`config.mk`:
```
export PLATFORM = sky130hd
export DESIGN_NAME = run_monitor
export DESIGN_NICKNAME = d
export VERILOG_FILES = /design/src/rtl/run_monitor.sv
export SDC_FILE = /design/constraint.sdc
export NUM_CORES = 1
export LEC_CHECK = 0
export ABC_AREA = 1
export CELL_PAD_IN_SITES_DETAIL_PLACEMENT = 0
export CELL_PAD_IN_SITES_GLOBAL_PLACEMENT = 1
export CORE_ASPECT_RATIO = 1.25
export CORE_UTILIZATION = 32
export DETAILED_ROUTE_END_ITERATION = 7
export HOLD_SLACK_MARGIN = 0.03
export PLACE_DENSITY_LB_ADDON = 0.1
export SLEW_MARGIN = 20
export SYNTH_ARGS = -nofsm -noshare
export SYNTH_HDL_FRONTEND = slang
export SYNTH_SLANG_ARGS = --single-unit
```
`constraint.sdc`:
```
create_clock -name clock -period 3.1 [get_ports clock]
set_clock_uncertainty 0.05 [all_clocks]
set_input_delay 0.31 -clock clock [delete_from_list [all_inputs] [get_ports clock]]
set_output_delay 0.31 -clock clock [all_outputs]
set_load 0.05 [all_outputs]
```
`src/rtl/run_monitor.sv`:
```
// run_monitor: run/completion monitor for the N-core main-memory system.
// Watches each core's PC for a halt address and records the cycle at which
// each core halted. Once every core has halted (or the run times out), it
// waits a fixed pipeline-drain interval and then samples each core's result
// register. A zero result means pass; any other value means fail. The
// done/pass status is then held until the next start.
//
// Ports:
//   clock        system clock
//   reset        asynchronous active-low reset
//   start        single-cycle run request (accepted in IDLE/DONE only)
//   pc           core i PC at [i*ADDRESS_BITS +: ADDRESS_BITS]
//   result_reg   core i result register at [i*DATA_WIDTH +: DATA_WIDTH]
//   busy         high while running or draining
//   done         high once results have been sampled
//   pass         all cores halted with zero result and no timeout (valid with done)
//   timeout      run hit MAX_CYCLES before every core halted
//   halted       per-core halt-seen flags
//   fail_mask    per-core fail flags (valid with done)
//   core_cycles  per-core RUN cycle count at halt, [i*CYCLE_BITS +: CYCLE_BITS]
module run_monitor #(
  parameter int unsigned NUM_CORES    = 2,
  parameter int unsigned DATA_WIDTH   = 32,
  parameter int unsigned ADDRESS_BITS = 32,
  parameter int unsigned CYCLE_BITS   = 32,
  parameter logic [ADDRESS_BITS-1:0] HALT_PC_0 = ADDRESS_BITS'(32'h000000b0),
  parameter logic [ADDRESS_BITS-1:0] HALT_PC_1 = ADDRESS_BITS'(32'h000000b4),
  parameter int unsigned DRAIN_CYCLES = 50,
  parameter int unsigned MAX_CYCLES   = 100000
) (
  input  logic                               clock,
  input  logic                               reset,
  input  logic                               start,
  input  logic [NUM_CORES*ADDRESS_BITS-1:0]  pc,
  input  logic [NUM_CORES*DATA_WIDTH-1:0]    result_reg,
  output logic                               busy,
  output logic                               done,
  output logic                               pass,
  output logic                               timeout,
  output logic [NUM_CORES-1:0]               halted,
  output logic [NUM_CORES-1:0]               fail_mask,
  output logic [NUM_CORES*CYCLE_BITS-1:0]    core_cycles
);

  localparam int unsigned DRAIN_W = (DRAIN_CYCLES > 1) ? $clog2(DRAIN_CYCLES) : 1;
  localparam logic [DRAIN_W-1:0] DRAIN_LOAD = DRAIN_W'(DRAIN_CYCLES - 1);
  localparam longint unsigned MAX_CYCLES_L = 64'(MAX_CYCLES);

  typedef enum logic [1:0] {
    S_IDLE  = 2'd0,
    S_RUN   = 2'd1,
    S_DRAIN = 2'd2,
    S_DONE  = 2'd3
  } state_t;

  state_t                 state;
  state_t                 state_nxt;
  logic [CYCLE_BITS-1:0]  cycle_cnt;
  logic [DRAIN_W-1:0]     drain_cnt;

  logic [CYCLE_BITS-1:0]  cycle_inc;
  logic [NUM_CORES-1:0]   match;
  logic [NUM_CORES-1:0]   halted_nxt;
  logic [NUM_CORES-1:0]   result_zero;
  logic                   all_halted;
  logic                   tmo_hit;

  // Saturating RUN cycle count as it will read after this edge.
  assign cycle_inc = (&cycle_cnt) ? cycle_cnt : cycle_cnt + CYCLE_BITS'(1);

  // Per-core halt detection; a core that already halted never re-matches.
  always_comb begin
    match       = '0;
    result_zero = '0;
    for (int i = 0; i < NUM_CORES; i++) begin
      match[i] = (state == S_RUN) && !halted[i] &&
                 ((pc[i*ADDRESS_BITS +: ADDRESS_BITS] == HALT_PC_0) ||
                  (pc[i*ADDRESS_BITS +: ADDRESS_BITS] == HALT_PC_1));
      result_zero[i] = (result_reg[i*DATA_WIDTH +: DATA_WIDTH] == '0);
    end
  end

  assign halted_nxt = halted | match;
  assign all_halted = &halted_nxt;
  // Compared at 64 bits so a MAX_CYCLES wider than the counter never fires.
  assign tmo_hit    = (MAX_CYCLES != 0) && (64'(cycle_inc) == MAX_CYCLES_L);

  // State register.
  always_ff @(posedge clock or negedge reset) begin
    if (!reset) begin
      state <= S_IDLE;
    end else begin
      state <= state_nxt;
    end
  end

  // Next-state logic; a halt in the timeout cycle wins over the timeout.
  always_comb begin
    state_nxt = state;
    case (state)
      S_IDLE:  if (start) state_nxt = S_RUN;
      S_RUN:   if (all_halted || tmo_hit) state_nxt = S_DRAIN;
      S_DRAIN: if (drain_cnt == '0) state_nxt = S_DONE;
      S_DONE:  if (start) state_nxt = S_RUN;
      default: state_nxt = S_IDLE;
    endcase
  end

  // Counters and status registers.
  always_ff @(posedge clock or negedge reset) begin
    if (!reset) begin
      cycle_cnt   <= '0;
      drain_cnt   <= '0;
      halted      <= '0;
      core_cycles <= '0;
      fail_mask   <= '0;
      timeout     <= 1'b0;
      pass        <= 1'b0;
      busy        <= 1'b0;
      done        <= 1'b0;
    end else begin
      busy <= (state_nxt == S_RUN) || (state_nxt == S_DRAIN);
      done <= (state_nxt == S_DONE);
      case (state)
        S_IDLE, S_DONE: begin
          if (start) begin
            cycle_cnt   <= '0;
            halted      <= '0;
            core_cycles <= '0;
            fail_mask   <= '0;
            timeout     <= 1'b0;
            pass        <= 1'b0;
          end
        end
        S_RUN: begin
          cycle_cnt <= cycle_inc;
          halted    <= halted_nxt;
          for (int i = 0; i < NUM_CORES; i++) begin
            if (match[i]) core_cycles[i*CYCLE_BITS +: CYCLE_BITS] <= cycle_inc;
          end
          if (all_halted) begin
            drain_cnt <= DRAIN_LOAD;
          end else if (tmo_hit) begin
            drain_cnt <= DRAIN_LOAD;
            timeout   <= 1'b1;
          end
        end
        S_DRAIN: begin
          if (drain_cnt == '0) begin
            fail_mask <= ~result_zero | ~halted;
            pass      <= (&result_zero) && (&halted) && !timeout;
          end else begin
            drain_cnt <= drain_cnt - DRAIN_W'(1);
          end
        end
        default: ;
      endcase
    end
  end

endmodule

```
Word-level counts from Yosys, hierarchy flattened:

Cells that the tools add are included.

* eq/ne operators: 19
* add/subtract/negate cells: 2
* reductions and logical operators: 31
* div/mod/pow operators: 0
* shifts and indexed selects: 0
* $mul: 0
* bitwise operators: 4
* muxes and demuxes: 25
* order comparisons: 0

Operator list (number)
* == test 32 x 8 -> 1 bit, second input constant: 4
* two-way mux 32 bit: 4
* case mux 64 bit (2 select lines): 1
* logical NOT 32 bit: 2
* two-way mux 64 bit: 1
* case mux 32 bit (2 select lines): 1
* adder 32 x 1 -> 32 bit, second input constant: 1
* == test 32 x 17 -> 1 bit, second input constant: 1
* AND reduction 32 bit: 1
* two-way mux 6 bit: 3
* != test 2 bit, second input constant: 6
* case mux 6 bit (2 select lines): 1
* AND reduction 3 bit: 4
* two-way mux 2 bit: 5
* == test 2 bit, second input constant: 4
* case mux 2 bit (2 select lines): 2
* AND reduction 2 bit: 4
* logical AND 1 bit: 6
* logical NOT 6 bit: 1
* case mux 2 bit (3 select lines): 1
* nonzero test 2 bit: 3
* subtractor 6 x 1 -> 6 bit, second input constant: 1
* == test 2 x 1 -> 1 bit, second input constant: 2
* logical OR 1 bit: 4
* other kinds (10): 18

* input port bits: 131
* memory bits (read-only): 0
* RAM bits: 0
* register bits after elaboration: 112
* latch bits: 0
* memories: 0

Depth between registers and ports, before layout:

Gate-level depths: netlist of the first run.

* depth in word-level cells: 10
* depth in mapped cells: 18

Least setup slack after synthesis of the first run:

No wires, ideal clock.

* path kind: flip-flop to flip-flop
* from: register cycle_cnt[0]
* to: register busy
* data required time: 2.924 ns
* arrival time: 2.372 ns
* setup time: 0.126 ns
* slack: 0.553 ns
* stages on the path, launching flop included: 18
* buffers on the path: 1
* path through: dfrtp_1 > ha_1 > inv_2 > nor2_4 > nand2_4 > nor2_8 > nand2_4 > inv_1 > buf_2 > nor2_1 > nand2_1 > nor2_1 > nand2_1 > nor2_2 > nand2_2 > nand2_4 > o21ai_0 > ha_1

* cells in the longest elaborated chain, start to end: 8
* elaborated cells between the ends (all ways): 10
* classes of those cells: add/sub: 1; eq/ne: 3; mux: 3; reduce/logical: 3

Ends and longest elaborated chain
* from (decl): line 58 `logic [CYCLE_BITS-1:0] cycle_cnt;`
* from (signal assigned): line 136 `cycle_cnt <= cycle_inc;`
* adder 32 x 1 -> 32 bit or AND reduction 32 bit (tied branches): line 69 `assign cycle_inc = (&cycle_cnt) ? cycle_cnt : cycle_cnt + CYCLE_BITS'(1);`
* two-way mux 32 bit *: line 69
* == test 32 x 17 -> 1 bit *: line 86 `assign tmo_hit = (MAX_CYCLES != 0) && (64'(cycle_inc) == MAX_CYCLES_L);`
* logical OR 1 bit *: line 102 `S_RUN: if (all_halted || tmo_hit) state_nxt = S_DRAIN;`
* two-way mux 2 bit *: line 102
* case mux 2 bit (3 select lines) *: line 100 `case (state)`
* net state_nxt[0]: line 57 `state_t state_nxt;`
* == test 2 x 1 -> 1 bit or == test 2 bit (tied branches): line 122 `busy <= (state_nxt == S_RUN) || (state_nxt == S_DRAIN);`
* logical OR 1 bit *: line 122
* to (signal assigned): line 122
* to (decl): line 36 `output logic busy,`

The timed path passes the listed nets; every way through them passes the cells marked *.
A chain may end at the register's enable or synchronous reset.

Worst setup path after layout of the first run:

Same ends and word-level chain as after synthesis.

==> results of run 1 <==
==> sequential cells by signal (all words and copies together) (netlist names) <==
| register | cells |
|---|---|
| busy | 1 |
| core_cycles | 64 |
| cycle_cnt | 32 |
| done | 1 |
| drain_cnt | 6 |
| fail_mask | 2 |
| halted | 2 |
| pass | 1 |
| state | 2 |
| timeout | 1 |
==> final cells by class <==
type	instances	area (sq um)	area share (%)
multi-input cells	607	2860	32.8
flip-flops and latches	112	2800	32.1
repair buffers	226	2230	25.6
well taps	228	285	3.27
inverters	65	244	2.80
clock buffers	10	229	2.63
clock inverters	6	62.6	0.717
==> repair_timing <==
| item | CTS | global route |
|---|---|---|
| hold buffers | 1 | 0 |
| endpoints found under the hold margin | 29 | 0 |
| gates resized for setup | 0 | 0 |
| buffers inserted | 0 | 0 |
==> metrics by stage <==
step                      power [mW]  cells
after floorplan                 2.71    809
after global placement          3.42   1237
after detailed placement        3.41   1237
after CTS                       4.58   1254
after global routing            4.83   1254
final                           4.52   1254
==> synthesized netlist by cell type <==
cell      number  area share, %
a21oi_1        8           0.67
a31oi_1        1           0.10
and2_0         2           0.21
and3_1         2           0.21
buf_1          3           0.19
buf_2          6           0.50
buf_6          1           0.19
clkbuf_1      15           0.94
dfrtp_1      112             47
ha_1           5            1.0
inv_1         61            3.8
inv_2          4           0.25
nand2_1      253             16
nand2_2        6           0.62
nand2_4        4           0.75
nand3_1       53            4.4
nand3b_1       3           0.37
nand4_1       17            1.8
nor2_1        87            5.4
nor2_2         6           0.62
nor2_4         2           0.37
nor2_8         1           0.33
nor3_1        10           0.83
nor4_1        22            2.3
o21ai_0       99            8.2
o21ai_1        3           0.25
o21ai_4        1           0.27
o22ai_1        4           0.42
o22ai_2        1           0.21
o31ai_1        1           0.12
or2_0          1           0.10
or2_2          3           0.31
or4_1          2           0.25
xnor2_1        2           0.29
xor2_1         8            1.2
==> worst max-delay path: stages (launching register included) <==
cell     delay (ns)
dfrtp_1        0.39
ha_1           0.27
inv_2          0.12
nor2_4         0.05
nand2_4        0.10
nor2_8         0.06
nand2_4        0.10
inv_1          0.14
nor2_1         0.23
nand2_1        0.12
nor2_1         0.12
nand2_1        0.08
nor2_1         0.24
nand2_2        0.10
nand2_4        0.07
o21ai_0        0.11
ha_1           0.32
==> path summary, 6_finish.rpt <==
kind	cells past startpoint	slack [ns]	from	to
setup / recovery	16	0.32	cycle_cnt[0]$_DFFE_PN0P_	busy$_DFF_PN0_
hold / removal	2	0.37	reset	core_cycles[11]$_DFFE_PN0P_
setup reg to reg	16	0.32	cycle_cnt[0]$_DFFE_PN0P_	busy$_DFF_PN0_
hold reg to reg	2	0.43	drain_cnt[5]$_DFFE_PN0P_	drain_cnt[5]$_DFFE_PN0P_
max in group asynchronous	3	1.85	reset	core_cycles[21]$_DFFE_PN0P_
min in group clock	2	0.43	drain_cnt[5]$_DFFE_PN0P_	drain_cnt[5]$_DFFE_PN0P_
==> logic make-up after synthesis <==
kind of cell,after synthesis
flip-flops,112
adder cells (fa/ha/maj),5
buffers and inverters,90
AO/OA/AOI/OAI,118
AND/OR/NAND/NOR,474
XOR/XNOR,10
==> where the power goes <==
part | internal (mW) | total, mW | switching [mW]
logic | 0.560 | 1.74 | 1.18
registers | 1.56 | 1.62 | 0.0626
clock network | 0.568 | 1.15 | 0.585
total | 2.69 | 4.52 | 1.83
==> metal layers <==
metal,vias to the layer above,global-route usage [%],part of all wire [%]
li1,3066,-,-
met1,2856,23.7,38
met2,191,43.8,55
met3,34,3.06,4.1
met4,0,9.52,3.3
met5,-,0,0
==> results.yml, run 1 <==
timing:
  timing.fmax_ghz: 0.359
  whs_ns: 0.372
  hold_violations: 0
  post-route-min-period_ns: 2.78
  tightest_slew_ns: 0.762
  period_share_pct: 89.7
  finalWorstSetupSlack_ns: 0.318
  finalSetupTns_ns: 0
  maxSlewViolCount: 0
  slew_headroom_pct: 49.0
  rsz0062_at_grt: "no"
  setup_viol: 0
layout:
  fin_util_pct: 47.8
  fillers: 1869
  diodes: 0
  layout_commonest_cell: "nand2_1"
  syn_to_final_growth_pct: 45.1
  drive_gt1_share_pct: 6.82
  nets: 1157
  fin_area_sq_um: 8720
  final_cell_mix: "nand2_1 (253), clkdlybuf4s50_1 (199), dfrtp_1 (112)"
global_routing:
  grt_max_degree: 84
  grt_pass1_wl_microns: 33200
  grt_util_all_layers_pct: 22.4
  overflow: 0
  antenna_found_initial: 0
  grt_pass1_vias: 6295
clocking:
  ctsRootBufferMaster: "clkbuf_16"
  cts_tree: "built"
  clock_path_buffers: 2
  cts.sink_count: 112
  clk_latency_ns: 0.36
  cts_buffers: 9
  path_clk_slew_ns: 0.08
  htreeDepth: 3
logic_synthesis:
  syn-cell-area_sq_um: 6010
  synthCells: 809
  yosys.area_share.simple_pct: 34.7
  synth_top_family_by_area: "simple AND/OR/NAND/NOR gates"
  ys_ff_latch: 112
  avgSynthCellArea_sq_um: 7.43
  seq_area_frac_synth_pct: 46.6
  synth_xor_area_share_pct: 1.46
  synth_fp_nets: 945
  synthMuxAreaShare_pct: 0
  synthAdderAreaFrac_pct: 1.04
  synth-compound-area-share_pct: 10.3
  yosysWarnings: 0
  synth_cell_types: 35
placed_design:
  gp_congestion: 0.887
  place_ws_ns: 0.330
  dp_hpwl_microns: 16900
  dpl-instance-area_sq_um: 8420
  port-buffer-count: 200
critical_path:
  startpoint_type: "register"
  cp-end-kind: "register"
  arrival_ns: 2.98
  crit_fanout: 7
  cp.required_ns: 3.30
  worstSetupPathType: "reg2reg"
route:
  postRouteAntennaNets: 0
  drtIter0Drc: 408
  vias: 6147
  drc: 0
  first_pass_iters: 5
  totalWireLength_microns: 20800
  avgViaCountPerCell: 4.90
  wl_per_cell_microns: 16.6
min_path:
  min_path_type: "in2async"
die:
  initial_utilization_pct: 33.0
  rows: 55
  io_pins: 203
  die_w_microns: 125
  die_y_microns: 155
  fp.coreArea_sq_um: 18200
  die_area_sq_um: 19300
run_status:
  status: "completed"
flow_run:
  maxCapViolations: 0
power_and_ir_drop:
  ir_worst_vdd_mv: 0.366
  p_per_area_nw_per_um2: 518
  power.leakage_nw: 3.68
No activity file was read; power rests on OpenSTA's default activity.
==> run 2: changes to the inputs <==
--- a/config.mk
+++ b/config.mk
@@ -9,6 +9,7 @@
 export CELL_PAD_IN_SITES_DETAIL_PLACEMENT = 0
 export CELL_PAD_IN_SITES_GLOBAL_PLACEMENT = 1
 export CORE_ASPECT_RATIO = 1.25
+export CORE_MARGIN = 2
 export CORE_UTILIZATION = 32
 export DETAILED_ROUTE_END_ITERATION = 7
 export HOLD_SLACK_MARGIN = 0.03
==> run 2 against run 1 <==
  * Wire length rose by 1.3%
  * Total power grew 0.15%
  * Setup slack gained 0.048 ns
  * Non-clock buffer count rose by 4
  * First-iteration DRC count fell by 9.6%
==> results.yml, run 2 (synthesis gave the netlist of run 1 again) <==
timing:
  setup_viol: 0
  tightest_slew_ns: 0.772
  period_share_pct: 88.2
  maxSlewViolCount: 0
  whs_ns: 0.423
  slew_headroom_pct: 48.5
  finalSetupTns_ns: 0
  rsz0062_at_grt: "no"
  timing.fmax_ghz: 0.366
  hold_violations: 0
  post-route-min-period_ns: 2.73
placed_design:
  dp_hpwl_microns: 17100
  port-buffer-count: 200
  gp_congestion: 0.887
die:
  die_w_microns: 127
  io_pins: 203
  initial_utilization_pct: 32.4
  fp.coreArea_sq_um: 18600
  die_area_sq_um: 19900
  die_y_microns: 157
  rows: 56
power_and_ir_drop:
  p_total_mw: 4.52
  p_per_area_nw_per_um2: 517
  p_sw_share_pct: 40.7
  combPwrFrac_pct: 38.2
  power.internal_mw: 2.68
  power.leakage_nw: 3.70
  clkPwrFrac_pct: 26.0
  power.switching_mw: 1.84
  ir_worst_vdd_mv: 0.367
  power_frac_seq_pct: 35.9
layout:
  final_cell_mix: "nand2_1 (253), clkdlybuf4s50_1 (199), dfrtp_1 (112)"
  largest_register_ffs: 64
  fin_util_pct: 47.1
  largest_register: "core_cycles"
  diodes: 0
  drive_gt1_share_pct: 7.18
  largestRegisters: "core_cycles: 64 flops, cycle_cnt: 32 flops, drain_cnt: 6 flops"
  layout_commonest_cell: "nand2_1"
  nets: 1161
  syn_to_final_growth_pct: 45.5
critical_path:
  slowest_stage: "dfrtp_1"
  worst-path-stages: 16
  reg2reg_from: "cycle_cnt[0]$_DFFE_PN0P_"
  cp.required_ns: 3.31
  cp_cell_sequence: "ha_1 -> inv_2 -> nor2_4 -> nand2_4 -> nor2_8 -> nand2_4 -> inv_1 -> nor2_1 -> nand2_1 -> nor2_1 -> nand2_1 -> nor2_1 -> nand2_2 -> nand2_4 -> o21ai_0 -> ha_1"
  crit_buf_inv: 2
  crit_end: "busy$_DFF_PN0_"
  worstSetupPathType: "reg2reg"
  reg2reg_setup_slack_ns: 0.37
  arrival_ns: 2.94
  reg2reg_to: "busy$_DFF_PN0_"
  cp-startpoint: "cycle_cnt[0]$_DFFE_PN0P_"
  cp-end-kind: "register"
  cp_top_family: "simple AND/OR/NAND/NOR gates"
  crit_fanout: 6
  max_stage_delay_ns: 0.38
  r2r_cells: 16
  startpoint_type: "register"
global_routing:
  grt_util_all_layers_pct: 22.1
  grt_pass1_vias: 6318
  grt_pass1_wl_microns: 33800
  grt_max_degree: 60
  antenna_found_initial: 0
  overflow: 0
route:
  drc: 0
  first_pass_iters: 4
  vias: 6109
  drtIter0Drc: 369
  totalWireLength_microns: 21000
  postRouteAntennaNets: 0
  avgViaCountPerCell: 4.84
  wl_per_cell_microns: 16.7
clocking:
  cts_buffers: 9
  cts.sink_count: 112
  ctsRootBufferMaster: "clkbuf_16"
  cts_tree: "built"
  clock_path_buffers: 2
  path_clk_slew_ns: 0.09
  htreeDepth: 3
  clk_latency_ns: 0.36
  cts_resized: 0
flow_run:
  maxCapViolations: 0
run_status:
  status: "completed"
min_path:
  min_path_type: "reg2reg"
## run 2: changes by cell type in the layout (fill, tap and decap cells not counted), sizes merged
cell  before  now
buf       26   30
## run 2: power by group through the flow
stage                     Sequential [mW]  Clock, mW  Combinational, mW
after floorplan                      1.78          0              0.936
after global placement               1.65          0               1.76
after detailed placement             1.65          0               1.75
after CTS                            1.62       1.20               1.76
after global routing                 1.64       1.26               1.93
final                                1.62       1.17               1.73
## run 2: timing repair
action | CTS | global route
hold endpoints to repair | 52 | 0
hold buffers | 1 | 0
setup buffers | 0 | 0
## run 2: through the flow
| stage | cells | cell area, sq um | setup WS, ns |
|---|---|---|---|
| 6_report | 1262 | 8740 | 0.366 |
| 3_5_place_dp | 1245 | 8440 | 0.382 |
| 5_1_grt | 1262 | 8740 | 0.101 |
| 3_3_place_gp | 1245 | 8440 | 0.339 |
| 4_1_cts | 1262 | 8740 | 0.359 |
| 2_1_floorplan | 809 | 6010 | 0.553 |
## run 2: tightest hold or removal path: stages (launching register included)
cell and delay [ns]:
dfrtp_1 0.35, nand2_1 0.05, nand2_1 0.05
## run 2: how the worst min path moves through the flow
| stage | end | startpoint | cells after the start | slack [ns] |
|---|---|---|---|---|
| finish | drain_cnt[5]$_DFFE_PN0P_ | drain_cnt[5]$_DFFE_PN0P_ | 2 | 0.42 |
| global route | core_cycles[42]$_DFFE_PN0P_ | core_cycles[42]$_DFFE_PN0P_ | 2 | 0.46 |
| CTS | drain_cnt[5]$_DFFE_PN0P_ | drain_cnt[5]$_DFFE_PN0P_ | 2 | 0.43 |
| detailed placement | core_cycles[11]$_DFFE_PN0P_ | reset | 1 | 0.37 |
| global placement | core_cycles[11]$_DFFE_PN0P_ | reset | 1 | 0.37 |
| floorplan | busy$_DFF_PN0_ | reset | 0 | -0.04 |
## run 2: layer usage
metal	wire, microns	global-route usage, %
met1	7970	23.9
met4	468	7.69
met2	11500	42.9
met5	0	0
met3	1100	3.91
## run 2: cell type report
type | count | area (sq um)
multi-input cells | 607 | 2860
fillers | 1877 | 9830
well taps | 232 | 290
inverters | 65 | 244
clock buffers | 10 | 229
repair buffers | 230 | 2250
clock inverters | 6 | 62.6
flip-flops and latches | 112 | 2800
==> run 3: changes to the inputs <==
--- a/config.mk
+++ b/config.mk
@@ -14,7 +14,6 @@
 export DETAILED_ROUTE_END_ITERATION = 7
 export HOLD_SLACK_MARGIN = 0.03
 export PLACE_DENSITY_LB_ADDON = 0.1
-export SLEW_MARGIN = 20
 export SYNTH_ARGS = -nofsm -noshare
 export SYNTH_HDL_FRONTEND = slang
 export SYNTH_SLANG_ARGS = --single-unit
==> results of run 3 <==
No change in the layout: final DEF, timing and power equal those of run 2.
